<file path="config.mk">
export PLATFORM = sky130hd
export DESIGN_NAME = cam_capture
export DESIGN_NICKNAME = d
export VERILOG_FILES = /design/src/rtl/cam_capture.sv
export SDC_FILE = /design/constraint.sdc
export NUM_CORES = 1
export LEC_CHECK = 0
export BUFFER_PORTS_ARGS = -buffer_cell sky130_fd_sc_hd__buf_4
export CAP_MARGIN = 5
export CORE_UTILIZATION = 25
export CTS_BUF_LIST = sky130_fd_sc_hd__clkbuf_4 sky130_fd_sc_hd__clkbuf_8 sky130_fd_sc_hd__clkbuf_16
export DETAILED_ROUTE_END_ITERATION = 8
export HOLD_SLACK_MARGIN = 0.03
export PLACE_DENSITY_LB_ADDON = 0.12
export SLEW_MARGIN = 10
export SYNTH_ARGS = -nofsm -noshare
export SYNTH_HDL_FRONTEND = slang
export SYNTH_SLANG_ARGS = --single-unit
</file>
<file path="constraint.sdc">
create_clock -name CAM_pclk -period 6.3 [get_ports CAM_pclk]
set_input_delay 0.63 -clock CAM_pclk [delete_from_list [all_inputs] [get_ports CAM_pclk]]
set_output_delay 0.63 -clock CAM_pclk [all_outputs]
set_load 0.1 [all_outputs]
</file>
<file path="src/rtl/cam_capture.sv">
// Camera byte-stream capture: pairs 8-bit bus bytes into pixels, repacks them to DW bits
// and writes them row-major into a frame RAM, with frame gating and line-error status.
module cam_capture #(
  parameter int AW    = 15,
  parameter int DW    = 12,
  parameter int IMG_W = 160,
  parameter int IMG_H = 120
) (
  input  logic          CAM_pclk,
  input  logic          rst,
  input  logic [7:0]    CAM_px_data,
  input  logic          CAM_vsync,
  input  logic          CAM_href,
  input  logic [1:0]    mode,
  input  logic          cap_en,
  output logic          DP_RAM_regW,
  output logic [AW-1:0] DP_RAM_addr_in,
  output logic [DW-1:0] DP_RAM_data_in,
  output logic          frame_done,
  output logic [7:0]    frame_cnt,
  output logic          line_err,
  output logic          busy
);

  localparam int CW = $clog2(IMG_W + 1);
  localparam int RW = $clog2(IMG_H + 1);
  localparam logic [CW-1:0] COL_MAX  = CW'(IMG_W);
  localparam logic [RW-1:0] ROW_MAX  = RW'(IMG_H);
  localparam logic [AW-1:0] ROW_STEP = AW'(IMG_W);

  typedef enum logic {IDLE, ACTIVE} state_t;

  state_t          state_q, state_d;
  logic            vsync_q, href_q;
  logic [1:0]      mode_q, mode_d;
  logic            phase_q, phase_d;
  logic [7:0]      b1_q, b1_d;
  logic [CW-1:0]   col_q, col_d;
  logic [RW-1:0]   row_q, row_d;
  logic [AW-1:0]   base_q, base_d;
  logic            regw_q, regw_d;
  logic [AW-1:0]   addr_q, addr_d;
  logic [DW-1:0]   data_q, data_d;
  logic            done_q, done_d;
  logic [7:0]      cnt_q, cnt_d;
  logic            lerr_q, lerr_d;
  logic [DW-1:0]   pack_w;
  logic            frame_start, frame_end, href_fall;

  assign frame_start = vsync_q & ~CAM_vsync;
  assign frame_end   = ~vsync_q & CAM_vsync;
  assign href_fall   = href_q & ~CAM_href;

  // Repack {b1, current byte}; mode 3 falls through to RGB444 input.
  generate
    if (DW == 12) begin : g_pack12
      always_comb begin
        case (mode_q)
          2'd1:    pack_w = {b1_q[7:4], b1_q[2:0], CAM_px_data[7], CAM_px_data[4:1]};
          2'd2:    pack_w = {b1_q[6:3], b1_q[1:0], CAM_px_data[7:6], CAM_px_data[4:1]};
          default: pack_w = {b1_q[3:0], CAM_px_data};
        endcase
      end
    end else begin : g_pack8
      always_comb begin
        case (mode_q)
          2'd1:    pack_w = {b1_q[7:5], b1_q[2:0], CAM_px_data[4:3]};
          2'd2:    pack_w = {b1_q[6:4], b1_q[1:0], CAM_px_data[7], CAM_px_data[4:3]};
          default: pack_w = {b1_q[3:1], CAM_px_data[7:5], CAM_px_data[3:2]};
        endcase
      end
    end
  endgenerate

  always_comb begin
    state_d = state_q;
    mode_d  = mode_q;
    phase_d = phase_q;
    b1_d    = b1_q;
    col_d   = col_q;
    row_d   = row_q;
    base_d  = base_q;
    regw_d  = 1'b0;
    addr_d  = addr_q;
    data_d  = data_q;
    done_d  = 1'b0;
    cnt_d   = cnt_q;
    lerr_d  = lerr_q;
    case (state_q)
      IDLE: begin
        if (frame_start && cap_en) begin
          state_d = ACTIVE;
          mode_d  = mode;
          phase_d = 1'b0;
          col_d   = '0;
          row_d   = '0;
          base_d  = '0;
          lerr_d  = 1'b0;
        end
      end
      ACTIVE: begin
        if (CAM_href) begin
          if (!phase_q) begin
            b1_d    = CAM_px_data;
            phase_d = 1'b1;
          end else begin
            phase_d = 1'b0;
            if (col_q < COL_MAX && row_q < ROW_MAX) begin
              regw_d = 1'b1;
              addr_d = base_q + AW'(col_q);
              data_d = pack_w;
            end
            if (col_q < COL_MAX) col_d = col_q + 1'b1;
          end
        end else if (href_fall) begin
          // Lines that never completed a pixel do not consume a row.
          if (col_q != '0) begin
            col_d = '0;
            if (row_q < ROW_MAX) begin
              row_d  = row_q + 1'b1;
              base_d = base_q + ROW_STEP;
            end
          end
          if (phase_q) lerr_d = 1'b1;
          phase_d = 1'b0;
        end
        if (frame_end) begin
          state_d = IDLE;
          done_d  = 1'b1;
          cnt_d   = cnt_q + 8'd1;
        end
      end
      default: state_d = IDLE;
    endcase
  end

  always_ff @(posedge CAM_pclk or posedge rst) begin
    if (rst) begin
      state_q <= IDLE;
      vsync_q <= 1'b1;
      href_q  <= 1'b0;
      mode_q  <= 2'd0;
      phase_q <= 1'b0;
      b1_q    <= 8'd0;
      col_q   <= '0;
      row_q   <= '0;
      base_q  <= '0;
      regw_q  <= 1'b0;
      addr_q  <= '0;
      data_q  <= '0;
      done_q  <= 1'b0;
      cnt_q   <= 8'd0;
      lerr_q  <= 1'b0;
    end else begin
      state_q <= state_d;
      vsync_q <= CAM_vsync;
      href_q  <= CAM_href;
      mode_q  <= mode_d;
      phase_q <= phase_d;
      b1_q    <= b1_d;
      col_q   <= col_d;
      row_q   <= row_d;
      base_q  <= base_d;
      regw_q  <= regw_d;
      addr_q  <= addr_d;
      data_q  <= data_d;
      done_q  <= done_d;
      cnt_q   <= cnt_d;
      lerr_q  <= lerr_d;
    end
  end

  assign DP_RAM_regW    = regw_q;
  assign DP_RAM_addr_in = addr_q;
  assign DP_RAM_data_in = data_q;
  assign frame_done     = done_q;
  assign frame_cnt      = cnt_q;
  assign line_err       = lerr_q;
  assign busy           = (state_q == ACTIVE);

endmodule

</file>
==> impl_metrics.tcl, run 1 <==
set metrics [dict create \
    endpoint_kind "flop" \
    gp_congestion 0.7256 \
    drc 0 \
    final.setup_skew_ns 0.006414 \
    cts_root_buf "clkbuf_16" \
    fin_ws_ns 3.804 \
    wl_per_cell_um 15.24 \
    reg2reg_slack_ns 3.80 \
    finalMaxSlewViolations 0 \
    post-route-min-period_ns 2.496 \
    ys_ff_latch 77 \
    grtUsageTotal_pct 12.30 \
    synth_edf_count 0 \
    die_h_um 126.0 \
    worst_setup_path_start_kind "flop" \
    antenna_found_initial 0 \
    grt_util_met2_pct 19.14 \
    htreeDepth 3 \
    path_cells "and2_1 -> and4_1 -> buf_4 -> mux2_2" \
    finalSetupTns_ns 0 \
    use_met1_pct 15.52 \
    max_slew_margin_pct 32.85 \
    vdd_ir_drop_max_uv 233.5 \
    dieWidth_um 126.0 \
    cts_max_path_buffers 2 \
    power_uw 2681 \
    cts_tree "yes" \
    drtAntennaViolNets 0 \
    synthFlopType "dfrtp_1" \
    powerDensity_nw_per_um2 565.9 \
    rsz0062_at_grt "false" \
    vias 2914 \
    path_clk_slew_ns 0.06 \
    hpwl_um 6234 \
    drtIter0Drc 166 \
    crit_required_ns 6.53 \
    layout-drive-gt1-share_pct 25.48 \
    ios 54 \
    cp.arrival_ns 2.73 \
    seq_area_frac_synth_pct 50.13 \
    p_leak_uw 0.002116 \
    worst_pin_slew_ns 1.007 \
    max_freq_ghz 0.4007 \
    grt_max_degree 78 \
    design.die.area_sq_um 15880 \
    initial_core_util_pct 26.07 \
    cts_num_sinks 77 \
    post_cts_resized 0 \
    grt_pass1_wl_um 15020 \
    drv_cap 0 \
    synth_cells 369 \
    grt-ovfl-total 0 \
    crit_fanout 40 \
    syn_area_sq_um 3846 \
    post-route-util_pct 32.11 \
    fin_nets 437 \
    critPathSlowestCell "dfrtp_1" \
    synth_cell_types 57 \
    use_met3_pct 4.928 \
    area_growth_pct 23.16 \
    cts.hold.buffers_added 0 \
    rows 44 \
    slowest_delay_ns 0.93 \
    finalWirelength_um 9142 \
    synthArstFlopShare_pct 100.0 \
    place_worst_setup_slack_ns 3.787 \
    cts_buffers 9 \
    grt_most_used_layer "met2" \
    dp.cells 585 \
    status "complete, no violations" \
    viasPerCell 4.857 \
    clk_latency_ns 0.35 \
    fin_cells 600 \
    ys_warn_count 0 \
    antenna_cells 0 \
    path_class "reg2reg" \
    post_cts_buffers 0 \
    fin_crit_sh_pct 39.62 \
    grt_pass1_vias 2840 \
    synth.avg_cell_area_sq_um 10.42 \
    finalHoldViolCount 0 \
    hold_path_class "in2reg" \
    port_buffers 53 \
    firstDrtPassIters 5 \
    core_region_area_sq_um 14750 \
    finalSetupViolCount 0 \
    syn-num-nets 394 \
]
where the power goes:
part	leakage, uW	internal, uW	total, uW	switching, uW
Combinational	0.000975	308	1230	925
Sequential	0.000963	648	804	156
Clock	0.000179	440	644	204
flip-flops by register name, summed over array words and instances, names as in the netlist:
| signal | flops |
|---|---|
| vsync_q | 1 |
| row_q | 7 |
| busy | 1 |
| base_q | 10 |
| mode_q | 2 |
| b1_q | 8 |
| href_q | 1 |
| col_q | 8 |
| DP_RAM_data_in | 12 |
| frame_cnt | 8 |
| DP_RAM_addr_in | 15 |
| DP_RAM_regW | 1 |
| frame_done | 1 |
| line_err | 1 |
| phase_q | 1 |
critical path: cells and delay by family, from the launching register on:
family | cells | cell delay (ns)
buffers and inverters | 1 | 0.38
flip-flops | 1 | 0.93
multiplexers | 1 | 0.38
AND/OR/NAND/NOR | 2 | 0.66
cell usage after synthesis, types with 3 or more instances:
| cell | n | area [sq um] |
|---|---|---|
| a21oi_1 | 16 | 80.08 |
| o211ai_1 | 4 | 30.03 |
| o21ai_0 | 19 | 95.09 |
| or4_1 | 4 | 30.03 |
| xnor2_1 | 13 | 113.9 |
| buf_2 | 10 | 50.05 |
| ha_1 | 10 | 125.1 |
| nand3_1 | 18 | 90.09 |
| dfrtp_1 | 76 | 1902 |
| and3_1 | 5 | 31.28 |
| mux2i_1 | 3 | 30.03 |
| inv_1 | 13 | 48.80 |
| a22oi_1 | 12 | 90.09 |
| nor3b_1 | 5 | 37.54 |
| nor2_1 | 23 | 86.33 |
| o311ai_0 | 4 | 35.03 |
| nor3_1 | 5 | 25.02 |
| nand4_1 | 9 | 56.30 |
| nand3b_1 | 3 | 22.52 |
| clkbuf_1 | 7 | 26.28 |
| a31oi_1 | 6 | 37.54 |
| nand2_1 | 30 | 112.6 |
| a21o_1 | 4 | 30.03 |
| or2_2 | 5 | 31.28 |
| buf_4 | 3 | 22.52 |
| mux2_2 | 25 | 281.5 |
final timing paths:
path / start / endpoint / cells past startpoint
setup reg to reg: busy$_DFF_PP0_ / DP_RAM_data_in[6]$_DFFE_PP0P_ / 4
min in group asynchronous: rst / frame_cnt[7]$_DFFE_PP0P_ / 3
max in group asynchronous: rst / line_err$_DFFE_PP0P_ / 3
hold / removal: CAM_vsync / vsync_q$_DFF_PP1_ / 1
hold reg to reg: frame_cnt[7]$_DFFE_PP0P_ / frame_cnt[7]$_DFFE_PP0P_ / 1
setup / recovery: busy$_DFF_PP0_ / DP_RAM_data_in[6]$_DFFE_PP0P_ / 4
layer usage:
metal | vias to the layer above | share of wire (%) | wire [um]
li1 | 1432 | - | -
met1 | 1407 | 48 | 4375
met2 | 68 | 47 | 4278
met3 | 7 | 4.3 | 393
met4 | 0 | 1.0 | 95
met5 | - | 0 | 0
stage by stage:
| stage | area [sq um] | hold WS [ns] |
|---|---|---|
| after floorplan | 3846 | 0.4724 |
| after global placement | 4370 | 0.4710 |
| after detailed placement | 4370 | 0.4828 |
| after CTS | 4737 | 0.3941 |
| after global routing | 4737 | 0.3993 |
| final | 4737 | 0.4117 |
cell type report:
cell class,count,area [sq um]
Clock buffer,11,246.5
Clock inverter,4,120.1
Fill cell,1549,10020
Inverter,13,50.05
Multi-Input combinational cell,256,1749
Sequential cell,77,1928
Tap cell,184,230.2
Timing Repair Buffer,55,412.9
layout by cell type, fill, tap and decap left out, types with 3 or more instances in the layout:
| master | Yosys | routed |
|---|---|---|
| a21oi_1 | 16 | 16 |
| nand2_1 | 30 | 30 |
| a21o_1 | 4 | 4 |
| o21ai_0 | 19 | 19 |
| xnor2_1 | 13 | 13 |
| or2_2 | 5 | 5 |
| nor3_1 | 5 | 5 |
| and3_1 | 5 | 5 |
| bufinv_16 | 0 | 4 |
| inv_1 | 13 | 12 |
| a31oi_1 | 6 | 6 |
| o211ai_1 | 4 | 4 |
| clkbuf_16 | 0 | 9 |
| mux2_2 | 25 | 25 |
| nor3b_1 | 5 | 5 |
| buf_4 | 3 | 55 |
| mux2i_1 | 3 | 3 |
| ha_1 | 10 | 10 |
| or4_1 | 4 | 4 |
| nand3b_1 | 3 | 3 |
| o311ai_0 | 4 | 4 |
| dfrtp_1 | 76 | 76 |
| nand3_1 | 18 | 18 |
| a22oi_1 | 12 | 12 |
| nor2_1 | 23 | 23 |
| nand4_1 | 9 | 9 |
cells by family after synthesis:
logic type / Yosys count / synth area share, %
xor+xnor: 14 / 3.188
fa+ha+maj: 10 / 3.253
buf+inv: 36 / 4.392
flops: 77 / 50.13
simple gates: 121 / 16.53
compound gates: 83 / 14.41
mux: 28 / 8.100
(Power assumes the default switching activity.)
==> run 2, diff against run 1 <==
ABC_AREA = 1   (was unset)
clock period = 2.2 ns   (was 6.3 ns; I/O delays follow)
==> run 2 against run 1 <==
- clock-buffer cell count did not move
- combinational power grew to 2.6 times the previous value
- critical path type unchanged
- global-route usage rose by 0.49 points
- largest cell class unchanged
- synthesized cell count increased by 46%
- clock skew shrank 0.00074 ns
- via count increased by 20%
==> impl_metrics.tcl, run 2 <==
set metrics [dict create \
    yosysMostFrequentCell "nand2_1" \
    path_buf_inv 3 \
    hpwl_um 6981 \
    cts_buffers 9 \
    max_slew_margin_pct 55.42 \
    cts_root_buf "clkbuf_16" \
    path_class "reg2reg" \
    r2r-start "col_q[0]$_DFFE_PP0P_" \
    grt_pass1_vias 3501 \
    crit_family "buffers and inverters" \
    syn-num-nets 562 \
    post_cts_resized 0 \
    finalHoldViolCount 0 \
    final_cell_mix "nand2_1, dfrtp_1, buf_4" \
    finalMaxSlewViolations 0 \
    ys_top_cells_by_count "nand2_1, dfrtp_1, inv_1, nand3_1, nor2_1" \
    ios 54 \
    grt_pass1_wl_um 16840 \
    fin_crit_sh_pct 75.54 \
    drtIter0Drc 146 \
    synth_area_leaders "dfrtp_1, nand2_1, nand3_1, inv_1, ha_1" \
    finalWirelength_um 9788 \
    htreeDepth 3 \
    path_clk_slew_ns 0.06 \
    placed_area_sq_um 4710 \
    viasPerCell 4.319 \
    ys_ff_latch 77 \
    slowest_delay_ns 0.42 \
    rows 46 \
    reg2reg_to "row_q[3]$_DFFE_PP0P_" \
    clk_latency_ns 0.34 \
    cp.arrival_ns 1.92 \
    synthFlopType "dfrtp_1" \
    critPathSlowestCell "dfrtp_1" \
    ys_warn_count 0 \
    design.die.area_sq_um 16930 \
    p_leak_uw 0.002536 \
    firstDrtPassIters 4 \
    reg2reg_slack_ns 0.54 \
    synth_cell_types 30 \
    grtUsageTotal_pct 12.79 \
    drtAntennaViolNets 0 \
    path_cells "inv_1 -> ha_1 -> inv_1 -> nor2_1 -> nand3_1 -> nand3_2 -> buf_4 -> nand2_1 -> o21ai_1" \
    worst_setup_path_start_kind "flop" \
    crit_cells 9 \
    seq_area_frac_synth_pct 46.98 \
    drc 0 \
    antenna_cells 0 \
    powerDensity_nw_per_um2 1342 \
    worst_pin_slew_ns 0.6677 \
    cp-endpoint "row_q[3]$_DFFE_PP0P_" \
    rr_worst_depth 9 \
    largest_reg_flops 15 \
    area_growth_pct 22.23 \
    cts_max_path_buffers 2 \
    cts_num_sinks 77 \
    final.setup_skew_ns 0.005677 \
    yosysTopAreaCell "dfrtp_1" \
    crit_required_ns 2.46 \
    post-route-min-period_ns 1.662 \
    synth_top_area_share_pct 46.34 \
    status "complete, no violations" \
    dieWidth_um 130.1 \
    final_common_cell "nand2_1" \
    finalSetupViolCount 0 \
    port_buffers 53 \
    fin_hold_ws_ns 0.05776 \
    cts_tree "yes" \
    fin_area_sq_um 5016 \
    syn_area_sq_um 4104 \
    rsz0062_at_grt "false" \
    synth_edf_count 0 \
    synth_cells 537 \
    post_cts_buffers 0 \
    fin_nets 617 \
    crit_fanout 34 \
    initial_core_util_pct 25.74 \
    vias 3511 \
    wl_per_cell_um 12.04 \
    max_freq_ghz 0.6017 \
    layout-drive-gt1-share_pct 17.09 \
    gp_congestion 0.7681 \
    drv_cap 0 \
    worst_path_most_repeated_cell "inv_1" \
    endpoint_kind "flop" \
    hold_path_class "in2reg" \
    grt_max_degree 50 \
    synth.avg_cell_area_sq_um 7.642 \
    vdd_ir_drop_max_uv 568.3 \
    synthArstFlopShare_pct 100.0 \
    die_h_um 130.1 \
    finalSetupTns_ns 0 \
    antenna_found_initial 0 \
    core_region_area_sq_um 15940 \
    crit_start "col_q[0]$_DFFE_PP0P_" \
    grt-ovfl-total 0 \
]
[run 2: cell count changes after synthesis, sizes merged, moves of 11 or more]
cell,change
a21oi,-11
mux2,-25
o21ai,+32
nand3,+31
inv,+44
nor2,+12
nand2,+172
a22oi,-12
[run 2: report_power, final]
| part | switching [uW] | internal (uW) | leakage, uW |
|---|---|---|---|
| Sequential | 313 | 1790 | 0.00101 |
| Combinational | 2470 | 737 | 0.00139 |
| Clock | 604 | 826 | 0.000138 |
| Total | 3380 | 3350 | 0.00254 |
[run 2: worst min path at each step]
stage	from	end	slack (ns)	cells after the start
floorplan	CAM_vsync	vsync_q$_DFF_PP1_	0.22	0
global placement	rst	DP_RAM_data_in[11]$_DFFE_PP0P_	0.31	2
detailed placement	rst	DP_RAM_data_in[0]$_DFFE_PP0P_	0.31	2
CTS	CAM_href	href_q$_DFF_PP0_	0.04	1
global route	CAM_href	href_q$_DFF_PP0_	0.05	1
finish	CAM_href	href_q$_DFF_PP0_	0.06	1
[run 2: final cells by class]
cell class	count	area (sq um)
Fill cell	1716	10930
Sequential cell	77	1928
Multi-Input combinational cell	385	1837
Timing Repair Buffer	61	475.5
Tap cell	216	270.3
Clock buffer	11	252.7
Inverter	58	219.0
Clock inverter	5	33.78
[run 2: timing repair]
action                                  in CTS  in global routing
endpoints found under the setup margin       0                  0
hold buffers                                 2                  0
endpoints found under the hold margin       29                  0
[run 2: metal layers]
layer,part of all wire [%],GRT usage (%)
met5,0,0
met4,1.8,5.746
met3,4.2,2.583
met2,44,20.37
met1,50,16.71
[run 2: logic make-up after synthesis]
logic type      synth area share (%)
simple gates                   30.70
flops                          46.98
buf+inv                        8.262
compound gates                 8.872
xor+xnor                       2.134
fa+ha+maj                      3.049
[run 2: per-stage QoR]
stage | setup slack (ns) | std cells | util, % | power [uW]
2_1_floorplan | 0.01498 | 537 | - | 4652
3_3_place_gp | 0.5560 | 795 | 29.54 | 5333
3_5_place_dp | 0.5410 | 795 | 29.54 | 5352
4_1_cts | 0.4994 | 813 | 31.46 | 6836
5_1_grt | 0.3412 | 813 | 31.46 | 7209
6_report | 0.5381 | 813 | 31.46 | 6731
